**src/rtl/lsu_mem_if_if.sv**
```systemverilog
// Bus bundles for the load/store unit.
//   lsu_core_if : core-side request/response port (master = core, slave = LSU)
//   lsu_bus_if  : data-memory req/gnt/rvalid port (master = LSU, slave = memory)
interface lsu_core_if #(
    parameter int AWIDTH = 32
);
    logic              req_valid;
    logic              req_ready;
    logic              req_we;
    logic [1:0]        req_size;
    logic              req_unsigned;
    logic [AWIDTH-1:0] req_addr;
    logic [31:0]       req_wdata;
    logic              resp_valid;
    logic [31:0]       resp_rdata;
    logic              resp_err;

    modport master (
        output req_valid, req_we, req_size, req_unsigned, req_addr, req_wdata,
        input  req_ready, resp_valid, resp_rdata, resp_err
    );

    modport slave (
        input  req_valid, req_we, req_size, req_unsigned, req_addr, req_wdata,
        output req_ready, resp_valid, resp_rdata, resp_err
    );
endinterface

interface lsu_bus_if #(
    parameter int AWIDTH = 32
);
    logic              mem_req;
    logic              mem_gnt;
    logic [AWIDTH-1:0] mem_addr;
    logic              mem_we;
    logic [3:0]        mem_be;
    logic [31:0]       mem_wdata;
    logic              mem_rvalid;
    logic [31:0]       mem_rdata;

    modport master (
        output mem_req, mem_addr, mem_we, mem_be, mem_wdata,
        input  mem_gnt, mem_rvalid, mem_rdata
    );

    modport slave (
        input  mem_req, mem_addr, mem_we, mem_be, mem_wdata,
        output mem_gnt, mem_rvalid, mem_rdata
    );
endinterface

```
**src/rtl/lsu_mem_if.sv**
```systemverilog
// Load/store unit between the core data port and data memory.
// One transaction in flight; alignment check, lane steering, load extension.
// Optional build macro LSU_TIMEOUT_EN: bounds the REQ and WAIT states to
// TIMEOUT_CYCLES cycles each and returns resp_err on expiry.
//
// state  | meaning
// -------+---------------------------------------------------------------
// IDLE   | ready for a new request (req_ready=1)
// REQ    | mem_req asserted, address/be/wdata held until mem_gnt
// WAIT   | granted, waiting for mem_rvalid
// RESP   | resp_valid pulse for one cycle, then back to IDLE
module lsu_mem_if #(
    parameter int AWIDTH         = 32,
    parameter int TIMEOUT_CYCLES = 64
) (
    input  logic        clk,
    input  logic        rst_n,
    lsu_core_if.slave   core,
    lsu_bus_if.master   mem
);

    typedef enum logic [1:0] {
        S_IDLE = 2'd0,
        S_REQ  = 2'd1,
        S_WAIT = 2'd2,
        S_RESP = 2'd3
    } state_t;

    state_t      state_q;
    state_t      state_d;

    logic        req_bad;
    logic [3:0]  be_d;
    logic [31:0] wdata_d;

    logic [1:0]  lo_q;
    logic [1:0]  size_q;
    logic        uns_q;

    logic [31:0] rdata_shift;
    logic [31:0] load_ext;

    logic        resp_set;
    logic        err_d;
    logic [31:0] rdata_d;
    logic        tmo_hit;

    // Parameter sanity: the word address needs two dropped bits and the timer at least one cycle.
    if (AWIDTH < 3 || TIMEOUT_CYCLES < 1) begin : g_bad_params
        $error("lsu_mem_if: AWIDTH must be >= 3 and TIMEOUT_CYCLES >= 1");
    end

    assign core.req_ready = (state_q == S_IDLE);

    // Alignment check and lane steering of the incoming request.
    always_comb begin
        req_bad = 1'b0;
        be_d    = 4'b0000;
        wdata_d = 32'h0;
        case (core.req_size)
            2'd0: begin
                be_d    = 4'b0001 << core.req_addr[1:0];
                wdata_d = {4{core.req_wdata[7:0]}};
            end
            2'd1: begin
                req_bad = core.req_addr[0];
                be_d    = core.req_addr[1] ? 4'b1100 : 4'b0011;
                wdata_d = {2{core.req_wdata[15:0]}};
            end
            2'd2: begin
                req_bad = |core.req_addr[1:0];
                be_d    = 4'b1111;
                wdata_d = core.req_wdata;
            end
            default: begin
                req_bad = 1'b1;
            end
        endcase
    end

    // Right-align the addressed lane of the read word and extend it.
    always_comb begin
        rdata_shift = mem.mem_rdata >> {lo_q, 3'b000};
        case (size_q)
            2'd0:    load_ext = uns_q ? {24'h0, rdata_shift[7:0]}
                                      : {{24{rdata_shift[7]}}, rdata_shift[7:0]};
            2'd1:    load_ext = uns_q ? {16'h0, rdata_shift[15:0]}
                                      : {{16{rdata_shift[15]}}, rdata_shift[15:0]};
            default: load_ext = rdata_shift;
        endcase
    end

`ifdef LSU_TIMEOUT_EN
    localparam int          TMO_W    = $clog2(TIMEOUT_CYCLES + 1);
    localparam logic [TMO_W-1:0] TMO_LOAD = TMO_W'(TIMEOUT_CYCLES - 1);

    logic [TMO_W-1:0] tmo_cnt;

    // Per-state down-counter, reloaded whenever REQ or WAIT is entered.
    always_ff @(posedge clk or negedge rst_n) begin
        if (!rst_n) begin
            tmo_cnt <= '0;
        end else if ((state_d == S_REQ  && state_q != S_REQ) ||
                     (state_d == S_WAIT && state_q != S_WAIT)) begin
            tmo_cnt <= TMO_LOAD;
        end else if (tmo_cnt != '0) begin
            tmo_cnt <= tmo_cnt - 1'b1;
        end
    end

    assign tmo_hit = (tmo_cnt == '0);
`else
    assign tmo_hit = 1'b0;
`endif

    // State register.
    always_ff @(posedge clk or negedge rst_n) begin
        if (!rst_n) begin
            state_q <= S_IDLE;
        end else begin
            state_q <= state_d;
        end
    end

    // Next-state logic and the response values captured on entry to RESP.
    always_comb begin
        state_d  = state_q;
        resp_set = 1'b0;
        err_d    = 1'b0;
        rdata_d  = 32'h0;
        case (state_q)
            S_IDLE: begin
                if (core.req_valid) begin
                    if (req_bad) begin
                        state_d  = S_RESP;
                        resp_set = 1'b1;
                        err_d    = 1'b1;
                    end else begin
                        state_d = S_REQ;
                    end
                end
            end
            S_REQ: begin
                // A grant-cycle mem_rvalid is not expected and is deliberately not looked at here.
                if (mem.mem_gnt) begin
                    state_d = S_WAIT;
                end else if (tmo_hit) begin
                    state_d  = S_RESP;
                    resp_set = 1'b1;
                    err_d    = 1'b1;
                end
            end
            S_WAIT: begin
                if (mem.mem_rvalid) begin
                    state_d  = S_RESP;
                    resp_set = 1'b1;
                    rdata_d  = mem.mem_we ? 32'h0 : load_ext;
                end else if (tmo_hit) begin
                    state_d  = S_RESP;
                    resp_set = 1'b1;
                    err_d    = 1'b1;
                end
            end
            S_RESP: begin
                state_d = S_IDLE;
            end
            default: begin
                state_d = S_IDLE;
            end
        endcase
    end

    // Registered memory-side request and core-side response.
    always_ff @(posedge clk or negedge rst_n) begin
        if (!rst_n) begin
            mem.mem_req     <= 1'b0;
            mem.mem_addr    <= '0;
            mem.mem_we      <= 1'b0;
            mem.mem_be      <= 4'b0000;
            mem.mem_wdata   <= 32'h0;
            core.resp_valid <= 1'b0;
            core.resp_rdata <= 32'h0;
            core.resp_err   <= 1'b0;
            lo_q            <= 2'b00;
            size_q          <= 2'b00;
            uns_q           <= 1'b0;
        end else begin
            mem.mem_req     <= (state_d == S_REQ);
            core.resp_valid <= resp_set;
            if (resp_set) begin
                core.resp_rdata <= rdata_d;
                core.resp_err   <= err_d;
            end
            if (state_q == S_IDLE && core.req_valid && !req_bad) begin
                mem.mem_addr  <= {core.req_addr[AWIDTH-1:2], 2'b00};
                mem.mem_we    <= core.req_we;
                mem.mem_be    <= be_d;
                mem.mem_wdata <= core.req_we ? wdata_d : 32'h0;
                lo_q          <= core.req_addr[1:0];
                size_q        <= core.req_size;
                uns_q         <= core.req_unsigned;
            end
        end
    end

endmodule

```
**src/flat_wrapper.sv**
```systemverilog
// flat-port wrapper written by rule: the top's interface ports become plain ports
module lsu_mem_if_flat 
#(
    parameter int AWIDTH         = 32,
    parameter int TIMEOUT_CYCLES = 64
)
  (clk, rst_n, core_req_valid, core_req_we, core_req_size, core_req_unsigned, core_req_addr, core_req_wdata, core_req_ready, core_resp_valid, core_resp_rdata, core_resp_err, mem_mem_req, mem_mem_addr, mem_mem_we, mem_mem_be, mem_mem_wdata, mem_mem_gnt, mem_mem_rvalid, mem_mem_rdata);
  lsu_core_if #(.AWIDTH(AWIDTH)) core_i ();
  lsu_bus_if #(.AWIDTH(AWIDTH)) mem_i ();
  input  logic clk;
  input  logic rst_n;
  input wire logic [$bits(core_i.req_valid)-1:0] core_req_valid;
  input wire logic [$bits(core_i.req_we)-1:0] core_req_we;
  input wire logic [$bits(core_i.req_size)-1:0] core_req_size;
  input wire logic [$bits(core_i.req_unsigned)-1:0] core_req_unsigned;
  input wire logic [$bits(core_i.req_addr)-1:0] core_req_addr;
  input wire logic [$bits(core_i.req_wdata)-1:0] core_req_wdata;
  output wire logic [$bits(core_i.req_ready)-1:0] core_req_ready;
  output wire logic [$bits(core_i.resp_valid)-1:0] core_resp_valid;
  output wire logic [$bits(core_i.resp_rdata)-1:0] core_resp_rdata;
  output wire logic [$bits(core_i.resp_err)-1:0] core_resp_err;
  output wire logic [$bits(mem_i.mem_req)-1:0] mem_mem_req;
  output wire logic [$bits(mem_i.mem_addr)-1:0] mem_mem_addr;
  output wire logic [$bits(mem_i.mem_we)-1:0] mem_mem_we;
  output wire logic [$bits(mem_i.mem_be)-1:0] mem_mem_be;
  output wire logic [$bits(mem_i.mem_wdata)-1:0] mem_mem_wdata;
  input wire logic [$bits(mem_i.mem_gnt)-1:0] mem_mem_gnt;
  input wire logic [$bits(mem_i.mem_rvalid)-1:0] mem_mem_rvalid;
  input wire logic [$bits(mem_i.mem_rdata)-1:0] mem_mem_rdata;
  assign core_i.req_valid = core_req_valid;
  assign core_i.req_we = core_req_we;
  assign core_i.req_size = core_req_size;
  assign core_i.req_unsigned = core_req_unsigned;
  assign core_i.req_addr = core_req_addr;
  assign core_i.req_wdata = core_req_wdata;
  assign core_req_ready = core_i.req_ready;
  assign core_resp_valid = core_i.resp_valid;
  assign core_resp_rdata = core_i.resp_rdata;
  assign core_resp_err = core_i.resp_err;
  assign mem_mem_req = mem_i.mem_req;
  assign mem_mem_addr = mem_i.mem_addr;
  assign mem_mem_we = mem_i.mem_we;
  assign mem_mem_be = mem_i.mem_be;
  assign mem_mem_wdata = mem_i.mem_wdata;
  assign mem_i.mem_gnt = mem_mem_gnt;
  assign mem_i.mem_rvalid = mem_mem_rvalid;
  assign mem_i.mem_rdata = mem_mem_rdata;
  lsu_mem_if #(.AWIDTH(AWIDTH), .TIMEOUT_CYCLES(TIMEOUT_CYCLES)) u_core (.clk(clk), .rst_n(rst_n), .core(core_i), .mem(mem_i));
endmodule
```
**config.mk**
```make
export PLATFORM = sky130hd
export DESIGN_NAME = lsu_mem_if_flat
export DESIGN_NICKNAME = d
export VERILOG_FILES = /design/src/rtl/lsu_mem_if_if.sv /design/src/rtl/lsu_mem_if.sv /design/src/flat_wrapper.sv
export SDC_FILE = /design/constraint.sdc
export NUM_CORES = 1
export LEC_CHECK = 0
export BUFFER_PORTS_ARGS = -buffer_cell sky130_fd_sc_hd__buf_2
export CAP_MARGIN = 20
export CORE_MARGIN = 8
export CORE_UTILIZATION = 23
export CTS_BUF_LIST = sky130_fd_sc_hd__clkbuf_16
export DETAILED_ROUTE_END_ITERATION = 12
export GPL_ROUTABILITY_DRIVEN = 0
export SLEW_MARGIN = 0
export SYNTH_ARGS = -nofsm -noshare
export SYNTH_HDL_FRONTEND = slang
export SYNTH_SLANG_ARGS = --single-unit
```
**constraint.sdc**
```tcl
create_clock -name clk -period 3.9 [get_ports clk]
set_input_delay 0.39 -clock clk [delete_from_list [all_inputs] [get_ports clk]]
set_output_delay 0.39 -clock clk [all_outputs]
set_load 0.005 [all_outputs]
```
== Yosys cells after proc, flatten, opt, wreduce, memory -nomap -nowiden ==
Index checks and enable logic that the tools add are counted.
Widths: inputs -> output; s select.
Operators by class
  eq/ne operators: 7
  shift-type cells: 2
  muxes and demuxes: 21
  reduce and logical (&&, ||, !) cells: 7
Operators by type and width (number)
  $mux 32: 6
  $pmux 32 s3: 1
  $pmux 32 s2: 1
  $shr 32x5->32: 1
  $pmux 4 s3: 1
  $eq 2x1->1 const B: 4
  $mux 2: 4
  $pmux 2 s4: 1
  $eq 2x2->1 const B: 3
  $logic_not 2->1: 3
  $mux 1: 4
  $mux 4: 1
  $shl 1x2->4 const A: 1
  $pmux 1 s3: 1
  $logic_and 1x1->1: 2
  $pmux 1 s2: 1
  $reduce_or 2->1: 1
  $logic_not 1->1: 1
Storage, ports and cells
  register bits: 109
  bits of input ports: 105
  output and inout port bits: 105
  word-level logic and storage cells: 49

== Longest topological paths before layout ==
Gate-level depths: netlist of run 1.
  word-level depth: 6
  mapped depth: 7

== Worst setup path after synthesis of run 1 ==
OpenSTA, ideal clock, no wires.
  path type: register -> register
  from: reg u_core.lo_q[1]
  to: reg u_core.core.resp_rdata[16]
  setup time: 0.124 ns
  arrival: 1.572 ns
  slack: 2.204 ns
  cell stages (with the launch flop): 7
  buffers on the path: 2
  clock period less this slack: 1.696 ns
  cells stage by stage: dfrtp_1 > buf_6 > mux4_2 > o22ai_2 > nor4_4 > buf_6 > a211o_1
Between the ends
  word-level cells in the longest chain between the ends: 6
  elaborated cells on any way between the ends: 7
  those cells by class: shift (1); mux (6)
RTL lines
  start, declared: RTL line lsu_mem_if.sv:36  | logic [1:0] lo_q;
  start signal, assigned: RTL line lsu_mem_if.sv:199  | lo_q <= core.req_addr[1:0];
  $shr 32x5->32 (*): RTL line lsu_mem_if.sv:83  | rdata_shift = mem.mem_rdata >> {lo_q, 3'b000};
  $mux 32 (on tied branches): RTL line lsu_mem_if.sv:87, lsu_mem_if.sv:85
  $pmux 32 s2 (*): RTL line lsu_mem_if.sv:84  | case (size_q)
  $mux 32 (*): RTL line lsu_mem_if.sv:157  | rdata_d = mem.mem_we ? 32'h0 : load_ext;
  $mux 32 (*): RTL line lsu_mem_if.sv:154  | if (mem.mem_rvalid) begin
  $mux 32 (*): RTL line lsu_mem_if.sv:131  | case (state_q)
  end signal, assigned: RTL line lsu_mem_if.sv:191  | core.resp_rdata <= rdata_d;
  end, declared: RTL line lsu_mem_if_if.sv:25  | output req_ready, resp_valid, resp_rdata, resp_err
Every way passes the cells marked *; elsewhere a longest branch is shown, timed or not.
A chain may end at the register's enable or synchronous reset.

== Worst setup path after layout of run 1 ==
  from: reg u_core.state_q[0]
  to: reg u_core.core.resp_rdata[29]
Between the ends
  word-level cells in the longest chain between the ends: 2
  elaborated cells on any way between the ends: 4
  those cells by class: eq/ne (1); mux (2); reduce/logical (1)
RTL lines
  start, declared: RTL line lsu_mem_if.sv:29  | state_t state_q;
  start signal, assigned: RTL line lsu_mem_if.sv:121  | state_q <= state_d;
  $eq 2x2->1 / $logic_not 2->1 (equally long branches): RTL line lsu_mem_if.sv:131
  $pmux 1 s2 / $mux 32 (equally long branches): RTL line lsu_mem_if.sv:131
Several ways; a longest one is shown, not always the timed one.

==> results of run 1 <==
## area by class of cell
type | count | area [um^2]
Tap cell | 285 | 357
Sequential cell | 109 | 2730
Timing Repair Buffer | 215 | 1110
Fill cell | 2402 | 15600
Inverter | 4 | 15.0
Clock inverter | 6 | 65.1
Multi-Input combinational cell | 330 | 2290
Clock buffer | 9 | 225
## synthesized netlist by cell type (2+ instances only)
| cell type | number | area [um^2] |
|---|---|---|
| inv_1 | 4 | 15.0 |
| clkbuf_1 | 18 | 67.6 |
| nor2_1 | 17 | 63.8 |
| nand2b_1 | 12 | 75.1 |
| mux2_2 | 37 | 417 |
| o2bb2ai_1 | 24 | 210 |
| o31ai_1 | 2 | 15.0 |
| and2_1 | 2 | 12.5 |
| mux4_2 | 2 | 45.0 |
| buf_1 | 4 | 15.0 |
| mux2i_1 | 23 | 230 |
| buf_4 | 3 | 22.5 |
| a211o_1 | 15 | 131 |
| o21ai_0 | 47 | 235 |
| a31oi_1 | 2 | 12.5 |
| nand3b_1 | 8 | 60.1 |
| dfrtp_1 | 109 | 2730 |
| a32o_1 | 7 | 70.1 |
| buf_6 | 2 | 22.5 |
| buf_2 | 13 | 65.1 |
| nand2_1 | 71 | 267 |
| a21oi_1 | 21 | 105 |
| a221o_1 | 8 | 80.1 |
| nor2b_1 | 17 | 106 |
## power by group through the flow
stage / Sequential (mW) / Clock, mW / Combinational (mW)
floorplan: 1.98 / 0 / 1.02
global placement: 1.99 / 0 / 1.88
detailed placement: 2.00 / 0 / 1.91
CTS: 1.99 / 0.982 / 1.91
global route: 2.05 / 1.01 / 2.08
finish: 1.98 / 0.938 / 1.86
## registers in the layout (all words and copies together), names as in the netlist
| signal | cells |
|---|---|
| u_core.core.resp_err | 1 |
| u_core.core.resp_valid | 1 |
| u_core.mem.mem_addr | 30 |
| u_core.mem.mem_req | 1 |
| u_core.lo_q | 2 |
| u_core.state_q | 2 |
| u_core.mem.mem_we | 1 |
| u_core.mem.mem_wdata | 32 |
| u_core.size_q | 2 |
| u_core.mem.mem_be | 4 |
| u_core.uns_q | 1 |
| u_core.core.resp_rdata | 32 |
## per-stage QoR
step	total power [mW]	setup slack, ps
2_1_floorplan	3.00	2200
3_3_place_gp	3.87	1680
3_5_place_dp	3.91	1650
4_1_cts	4.88	1630
5_1_grt	5.14	1460
6_report	4.78	1630
## per-layer routing
metal / global-route usage / vias to the layer above / wire, um
li1: - / 2081 / -
met1: 0.157 / 2120 / 7640
met2: 0.196 / 186 / 7860
met3: 0.0506 / 16 / 1580
met4: 0.0286 / 2 / 200
met5: 0 / - / 13
## final timing paths
path	end	start	slack, ps
setup / recovery	u_core.core.resp_rdata[29]	u_core.state_q[0]	1630
hold / removal	u_core.core.resp_rdata[1]	rst_n	50
setup reg to reg	u_core.core.resp_rdata[29]	u_core.state_q[0]	1630
hold reg to reg	u_core.mem.mem_wdata[15]	u_core.mem.mem_wdata[15]	470
max in group asynchronous	u_core.mem.mem_wdata[8]	rst_n	2890
min in group clk	u_core.mem.mem_addr[14]	core_req_addr[14]	260
## cell usage in the layout (no fill, tap or decap), types with 15 or more instances in the layout
master / instances
a211o_1: 15
nand2_1: 71
o21ai_0: 47
a21oi_1: 21
mux2i_1: 23
buf_2: 206
dfrtp_1: 109
nor2b_1: 17
o2bb2ai_1: 24
mux2_2: 37
nor2_1: 17
## cells by family after synthesis
family | after synthesis
AO/OA/AOI/OAI | 132
buffers and inverters | 44
flip-flops | 109
multiplexers | 62
other | 1
AND/OR/NAND/NOR | 134
==> results by group, run 1 <==
Logic synthesis
  – Yosys warning count: 0
  – Main combinational cell family by area after synthesis: compound AO/OA/AOI/OAI gates
  – XOR/XNOR Fraction of Synth Area: 0
  – Seq cells post-synth: around 110
  – Prevailing post-synth register cell: dfrtp_1
  – Async SR Flop Fraction: 1.00
  – Synth Area in Compound Gates: 0.176
  – Cell variety after synth: 38
  – Register area share after synthesis: 0.523
  – Avg Inst Size Synth: 10.8 um^2
  – Mux cell area share after synthesis: 0.133
  – Post-Syn Instances: just under 500
  – Synth Cell Area: about 5200 um^2
  – Synth Area in Adders: 0
  – Simple logic cell fraction of the synthesized area: 0.127
  – Number of synthesized flops with an enable pin: 0

Die
  – Die height: between 150 and 200 um
  – Starting Density: 0.232
  – IO Pins: between 200 and 250
  – Die area: 27700 um^2
  – Die W: 167 um
  – Rows: 55
  – Core area: 22400 um^2

Route
  – Post-DRT Antenna Nets: 0
  – Via/cell ratio: approximately 4.6
  – First-pass DRT Iterations: 4
  – Routed vias: 4405
  – DRC viols: 0
  – Iteration-0 DRC Markers: ~260
  – Drt wl/cell: between 15 and 20 um
  – Final WL: 17300 um

Critical path
  – Arr. time, crit path: around 2600 ps
  – WP data required: about 4200 ps
  – Type of origin of the critical path: flip-flop
  – Largest delay share family, worst path: simple AND/OR/NAND/NOR gates
  – WS Path Type: reg2reg
  – Worst path depth: 4
  – Setup crit end kind: flip-flop
  – Max FO, Critical Path: 16
  – Critical Path Max Stage Delay: between 700 and 800 ps
  – Critical path cell sequence: and4bb_1, o21ai_1, nor4_4, a221o_1
  – Worst Path Buf+Inv: 0
  – R2r worst-path depth: 4
  – CP max stage cell: nor4_4

Clock network
  – CTS clk-pin slew, worst paths: 80 ps
  – Max clock buf depth: 2
  – Clk sink count: between 100 and 150
  – Root Driver: clkbuf_16
  – Post-CTS Setup Inserts: 0
  – Clock Latency Late Sink: 360 ps
  – CTS H-tree lvls: 3
  – Hold-fix buffers at CTS: 0
  – CTS tree: yes
  – Num CTS Buffers: 9
  – Post_cts resized: 0

Timing
  – Final Skew: between 10 and 15 ps
  – Setup violators final: 0
  – Max-slew headroom: 0.414
  – Final Critical Period: around 2300 ps
  – Max Clk Rate: between 0.4 and 0.5 GHz
  – Final Hold Viols: 0
  – Slew Viols, Final: 0
  – Slew of the pin with the lowest slew margin: slightly below 900 ps
  – Worst-case hold slack: around 54 ps
  – Period utilisation layout: 0.581
  – RSZ-0062 raised after global routing: no
  – Setup_tns: 0 ps

GRT
  – First-pass GRT wire length: 27200 um
  – Vias in the first global route: approximately 4600
  – Total grt overflow: 0
  – Largest net degree at the start of global routing: 110
  – Total Routing Usage GR: 0.124
  – Initial antenna violation count: 2

Power
  – Peak VDD IR: 0.262 mV
  – Switch Pwr: 1.70 mW
  – Switching Fraction: 0.356
  – Cell Pwr Density: between 700 and 800 nW/um^2
  – Reg power frac: 0.415
  – Pleak: around 3.4 nW
  – Internal power: between 3 and 4 mW
  – Combinational share of power: 0.389
  – Clock network power share: 0.196

Final layout
  – Finished Layout Cells: 958
  – Final Core Density: 0.303
  – Diode count: 0
  – Final net count: 774
  – Final instance area: between 6000 and 7000 um^2
  – Share of cells above drive strength 1: 0.410
  – Layout area overhead: 30.3%

Placed design
  – IO buf count: approximately 210
  – Placed cells: between 900 and 1000
  – Half-perimeter wire length after placement: ~13000 um
  – Placed cell areas: between 6000 and 7000 um^2

Outcome
  – Status: finished clean

Hold path
  – Hold crit path type: in2async

Run
  – MaxCap Viol Count: 0
No activity file was read; power rests on OpenSTA's default activity.
==> run 2: changes to the inputs <==
==> constraint.sdc (replaced) <==
create_clock -name clk -period 2.2 [get_ports clk]
set_input_delay 0.22 -clock clk [delete_from_list [all_inputs] [get_ports clk]]
set_output_delay 0.22 -clock clk [all_outputs]
set_load 0.005 [all_outputs]
==> run 2 against run 1 <==
Against the previous run:
- sequential power is 79% higher
- global-route usage is 0.34 points higher
- final cell count up 1.4%
- clock-buffer cell count did not move
- register-to-register slack lost 1300 ps
- clock power up 74%
- die area stayed put
==> results by group, run 2 (synthesis results as in run 1) <==
Clock network
  – Post_cts resized: 0 (unchanged)
  – Clock Latency Late Sink: 360 ps (about the same)
  – CTS tree: yes
  – Max clock buf depth: 2 (unchanged)
  – CTS H-tree lvls: 3 (unchanged)
  – Post-CTS Setup Inserts: 0 (unchanged)
  – Hold-fix buffers at CTS: 1 (+1)
  – CTS clk-pin slew, worst paths: 80 ps (about the same)
  – Clk sink count: 109 (unchanged)
  – Root Driver: clkbuf_16
  – Num CTS Buffers: 9 (unchanged)

Die
  – Core area: 22400 um^2 (unchanged)
  – Die area: 27700 um^2 (unchanged)
  – Rows: 55 (unchanged)
  – Die W: 167 um (unchanged)
  – IO Pins: 210 (unchanged)
  – Die height: 167 um (unchanged)
  – Starting Density: 0.232 (unchanged)

Timing
  – Setup_tns: 0 ps (unchanged)
  – Final Skew: 7.74 ps (-3.52 ps)
  – RSZ-0062 raised after global routing: no
  – Slew of the pin with the lowest slew margin: 609 ps (-263 ps)
  – Slew Viols, Final: 0 (unchanged)
  – Final Hold Viols: 0 (unchanged)
  – Period utilisation layout: 0.856 (+0.275)
  – Final Critical Period: 1880 ps (-382 ps)
  – Max-slew headroom: 0.594 (+0.180)
  – Max Clk Rate: 0.531 GHz (+20%)
  – Setup violators final: 0 (unchanged)

Critical path
  – Worst Setup SP: u_core.lo_q[1]
  – WS Path Type: reg2reg
  – Max FO, Critical Path: 16 (unchanged)
  – R2r worst-path depth: 5 (+1)
  – Setup crit end kind: flip-flop
  – Arr. time, crit path: 2120 ps (-430 ps)
  – Flop-to-flop setup slack: 320 ps (-1320 ps)
  – WP data required: 2440 ps (-1750 ps)
  – Critical Path Sink: u_core.core.resp_rdata[23]
  – Worst R2R End: u_core.core.resp_rdata[23]
  – Type of origin of the critical path: flip-flop
  – Reg2Reg Launch Point: u_core.lo_q[1]

GRT
  – Total Routing Usage GR: 0.128 (+0.00344)
  – Vias in the first global route: 4854 (+5.6%)
  – Largest net degree at the start of global routing: 76 (-31%)
  – First-pass GRT wire length: 28000 um (+3.0%)
  – Initial antenna violation count: 0 (-2)
  – Total grt overflow: 0 (unchanged)

Run
  – MaxCap Viol Count: 0 (unchanged)

Route
  – Post-DRT Antenna Nets: 0 (unchanged)
  – DRC viols: 0 (unchanged)
  – Final WL: 17400 um (+0.43%)
  – Via/cell ratio: 4.63 (+0.70%)
  – Iteration-0 DRC Markers: 243 (-7.3%)
  – Routed vias: 4496 (+2.1%)
  – First-pass DRT Iterations: 5 (+1)
  – Drt wl/cell: 17.9 um (-0.92%)

Final layout
  – Commonest non-fill, non-tap cell in the layout: buf_2
  – Final net count: 786 (+1.6%)
  – Top Registers: u_core.core.resp_rdata x32, u_core.mem.mem_wdata x32, u_core.mem.mem_addr x30
  – Layout area overhead: 32.1%
  – Most frequent cells in the layout: 206 x buf_2, 109 x dfrtp_1, 71 x nand2_1
  – Fill cells: 2376 (-1.1%)
  – Final Core Density: 0.307 (+0.00435)
  – Share of cells above drive strength 1: 0.420 (+0.00972)
  – Diode count: 0 (unchanged)

Power
  – Clock network power share: 0.192 (-0.004)
  – Switching Fraction: 0.362 (+0.00559)
  – Reg power frac: 0.417 (+0.002)
  – Switch Pwr: 3.07 mW (+80%)
  – Peak VDD IR: 0.468 mV (+78%)
  – Internal power: 5.41 mW (+76%)
  – Combinational share of power: 0.390 (about the same)
  – Cell Pwr Density: 1230 nW/um^2 (+75%)
  – Pleak: 3.44 nW (+1.5%)

Placed design
  – Half-perimeter wire length after placement: 13500 um (+3.7%)
  – IO buf count: 207 (unchanged)

Outcome
  – Status: finished clean

Hold path
  – Hold crit path type: in2reg
## run 2: worst min path at each step
stage / end / cells past startpoint / slack (ps) / from
2_1_floorplan: u_core.core.resp_err / 0 / -80 / rst_n
3_3_place_gp: u_core.mem.mem_addr[15] / 1 / 250 / rst_n
3_5_place_dp: u_core.mem.mem_addr[15] / 1 / 250 / rst_n
4_1_cts: u_core.mem.mem_addr[10] / 2 / 70 / core_req_addr[10]
5_1_grt: u_core.mem.mem_addr[25] / 2 / 70 / core_req_addr[25]
6_report: u_core.mem.mem_addr[30] / 2 / 80 / core_req_addr[30]
## run 2: area by class of cell
class,instances,area (um^2),area share
multi-input cells,330,2290,0.333
clock inverters,7,57.6,0.00835
repair buffers,227,1220,0.177
inverters,4,15.0,0.00218
clock buffers,9,225,0.0327
flip-flops and latches,109,2730,0.396
well taps,285,357,0.0518
## run 2: stage by stage
| step | power [mW] | instance area, um^2 | hold WS (ps) | setup slack (ps) | cells |
|---|---|---|---|---|---|
| finish | 8.48 | 6890 | 84.7 | 316 | 971 |
| floorplan | 5.32 | 5220 | -75.6 | 504 | 483 |
| detailed placement | 6.98 | 6600 | 254 | 335 | 954 |
| CTS | 8.65 | 6890 | 65.4 | 295 | 971 |
| global placement | 6.91 | 6600 | 249 | 370 | 954 |
| global route | 9.19 | 6890 | 65.6 | 202 | 971 |
## run 2: per-layer routing
metal | GRT usage | part of all wire | up-vias
met4 | 0.0470 | 0.021 | 0
met1 | 0.157 | 0.44 | 2155
met5 | 0 | 0 | -
met2 | 0.202 | 0.45 | 196
li1 | - | - | 2124
met3 | 0.0482 | 0.087 | 21
## run 2: worst max-delay path, stage by stage, from the launching register on
cell	delay (ps)
dfrtp_1	490
mux4_2	550
o22ai_2	200
nor4_4	50
buf_4	200
a211o_1	280
## run 2: power groups by stage
stage	sequential, mW	combinational, mW	clock (mW)
3_3_place_gp	3.54	3.36	0
6_report	3.54	3.31	1.63
3_5_place_dp	3.56	3.42	0
4_1_cts	3.54	3.41	1.70
5_1_grt	3.69	3.72	1.78
2_1_floorplan	3.52	1.80	0
==> run 3: changes to the inputs <==
--- a/config.mk
+++ b/config.mk
@@ -12,7 +12,7 @@
 export CTS_BUF_LIST = sky130_fd_sc_hd__clkbuf_16
 export DETAILED_ROUTE_END_ITERATION = 12
 export GPL_ROUTABILITY_DRIVEN = 0
-export SLEW_MARGIN = 0
+export SLEW_MARGIN = 10
 export SYNTH_ARGS = -nofsm -noshare
 export SYNTH_HDL_FRONTEND = slang
 export SYNTH_SLANG_ARGS = --single-unit
==> constraint.sdc (replaced) <==
create_clock -name clk -period 2.2 [get_ports clk]
set_input_delay 0.22 -clock clk [delete_from_list [all_inputs] [get_ports clk]]
set_output_delay 0.22 -clock clk [all_outputs]
set_load 0.05 [all_outputs]
==> run 3 against run 2 <==
Against the previous run:
- via count is 1.1% lower
- die area stayed put
- design area is 0.42% higher
- clock power is 2% higher
- flip-flop and latch count stayed put
- critical path type unchanged
- utilization is 0.13 points higher
- total power is 38% higher
- first-iteration DRC count is 22% higher
- global-route usage is 0.51 points lower
- sequential share of layout area is 0.16 points lower
- final cell count is 0.21% lower
==> results by group, run 3 (synthesis results as in run 1) <==
Run
  – MaxCap Viol Count: 0 (unchanged)

Route
  – Drt wl/cell: 17.7 um (-0.95%)
  – Post-DRT Antenna Nets: 0 (unchanged)
  – First-pass DRT Iterations: 4 (-1)
  – Routed vias: 4448 (-1.1%)
  – Iteration-0 DRC Markers: 297 (+22%)
  – Via/cell ratio: 4.59 (-0.86%)
  – DRC viols: 0 (unchanged)
  – Final WL: 17200 um (-1.2%)

Final layout
  – Commonest non-fill, non-tap cell in the layout: buf_2
  – Share of cells above drive strength 1: 0.420 (about the same)
  – Most frequent cells in the layout: 206 x buf_2, 109 x dfrtp_1, 71 x nand2_1
  – Fill cells: 2371 (-0.21%)
  – Layout area overhead: 32.7%
  – Diode count: 0 (unchanged)
  – Top Registers: u_core.core.resp_rdata x32, u_core.mem.mem_wdata x32, u_core.mem.mem_addr x30
  – Final instance area: 6920 um^2 (+0.42%)
  – Final net count: 784 (-0.25%)

Die
  – Starting Density: 0.232 (unchanged)
  – Core area: 22400 um^2 (unchanged)
  – IO Pins: 210 (unchanged)
  – Rows: 55 (unchanged)
  – Die W: 167 um (unchanged)
  – Die height: 167 um (unchanged)
  – Die area: 27700 um^2 (unchanged)

Clock network
  – Hold-fix buffers at CTS: 1 (unchanged)
  – Root Driver: clkbuf_16
  – Max clock buf depth: 2 (unchanged)
  – Clk sink count: 109 (unchanged)
  – Post-CTS Setup Inserts: 0 (unchanged)
  – Post_cts resized: 0 (unchanged)
  – CTS clk-pin slew, worst paths: 80 ps (about the same)
  – Clock Latency Late Sink: 360 ps (about the same)
  – Num CTS Buffers: 9 (unchanged)
  – CTS H-tree lvls: 3 (unchanged)
  – CTS tree: yes

Timing
  – Setup_tns: 0 ps (unchanged)
  – RSZ-0062 raised after global routing: no
  – Setup violators final: 0 (unchanged)
  – Max-slew headroom: 0.638 (+0.0439)
  – Final Hold Viols: 0 (unchanged)
  – Period utilisation layout: 0.828 (-0.0281)
  – Worst setup margin: 378 ps (+61.8 ps)
  – Final Critical Period: 1820 ps (-61.8 ps)
  – Max Clk Rate: 0.549 GHz (+3.4%)
  – Final Skew: 14.5 ps (+6.74 ps)
  – Slew of the pin with the lowest slew margin: 541 ps (-68.2 ps)
  – Worst-case hold slack: 90.6 ps (+5.90 ps)
  – Slew Viols, Final: 0 (unchanged)

GRT
  – Vias in the first global route: 4639 (-4.4%)
  – Total Routing Usage GR: 0.123 (-0.00511)
  – Largest net degree at the start of global routing: 75 (-1.3%)
  – Total grt overflow: 0 (unchanged)
  – First-pass GRT wire length: 27000 um (-3.7%)
  – Initial antenna violation count: 0 (unchanged)

Hold path
  – Hold crit path type: in2reg
  – Hold path cells: 2 (unchanged)
  – Hold path startpoint: core_req_addr[27]

Power
  – Tot Pwr: 11.7 mW (+38%)
  – Cell Pwr Density: 1690 nW/um^2 (+37%)
  – Pleak: 3.43 nW (about the same)
  – Peak VDD IR: 0.693 mV (+48%)

Critical path
  – WP data required: 2430 ps (about the same)
  – Setup crit end kind: flip-flop
  – Reg2Reg Launch Point: u_core.lo_q[1]
  – R2r worst-path depth: 6 (+1)
  – Worst Setup SP: u_core.lo_q[1]
  – Worst R2R End: u_core.core.resp_rdata[23]
  – Critical Path Sink: u_core.core.resp_rdata[23]
  – Flop-to-flop setup slack: 380 ps (+60 ps)
  – Max FO, Critical Path: 16 (unchanged)
  – Type of origin of the critical path: flip-flop
  – Arr. time, crit path: 2050 ps (-70 ps)
  – WS Path Type: reg2reg

Placed design
  – Half-perimeter wire length after placement: 13300 um (-1.1%)
  – Placed cell areas: 6610 um^2 (+0.19%)
  – IO buf count: 207 (unchanged)
  – Place WS: 402 ps (+67.4 ps)

Outcome
  – Status: finished clean
run 3: changes by cell type in the layout (fill, tap and decap cells not counted), sizes merged:
cell	before	now
inv	8	5
buf	226	224
clkinvlp	1	3
bufinv	0	1
run 3: worst min path at each step:
stage	to	slack [ps]
2_1_floorplan	u_core.core.resp_err	-80
3_3_place_gp	u_core.mem.mem_addr[15]	230
3_5_place_dp	u_core.mem.mem_addr[15]	220
4_1_cts	u_core.mem.mem_addr[27]	70
5_1_grt	u_core.mem.mem_addr[3]	70
6_report	u_core.mem.mem_addr[27]	90
run 3: layout make-up:
cell class | instances | area, um^2 | share of cell area
flip-flops and latches | 109 | 2730 | 0.394
multi-input cells | 330 | 2290 | 0.332
repair buffers | 225 | 1230 | 0.177
well taps | 285 | 357 | 0.0515
clock buffers | 9 | 225 | 0.0326
clock inverters | 7 | 73.8 | 0.0107
inverters | 4 | 15.0 | 0.00217
run 3: stage by stage:
step / cells / util
finish: 969 / 0.308
global route: 969 / 0.308
CTS: 969 / 0.308
detailed placement: 952 / 0.295
global placement: 952 / 0.295
floorplan: 483 / -
run 3: worst max-delay path: stages, from the launching register on:
cell	delay, ps
dfrtp_1	390
buf_4	240
mux2_2	370
o22ai_2	170
nor4_4	50
buf_4	200
a211o_1	280
run 3: power breakdown:
group	internal (mW)	switching, mW
clock network	0.886	0.781
logic	1.75	4.74
registers	2.92	0.591
run 3: per-layer routing:
metal  up-vias  global-route usage  share of wire  wire length [um]
li1       2113                   -              -                 -
met1      2125               0.150           0.44              7470
met2       199               0.196           0.46              7910
met3        11              0.0520          0.093              1600
met4         0              0.0325          0.010               179
met5         -                   0              0                 0
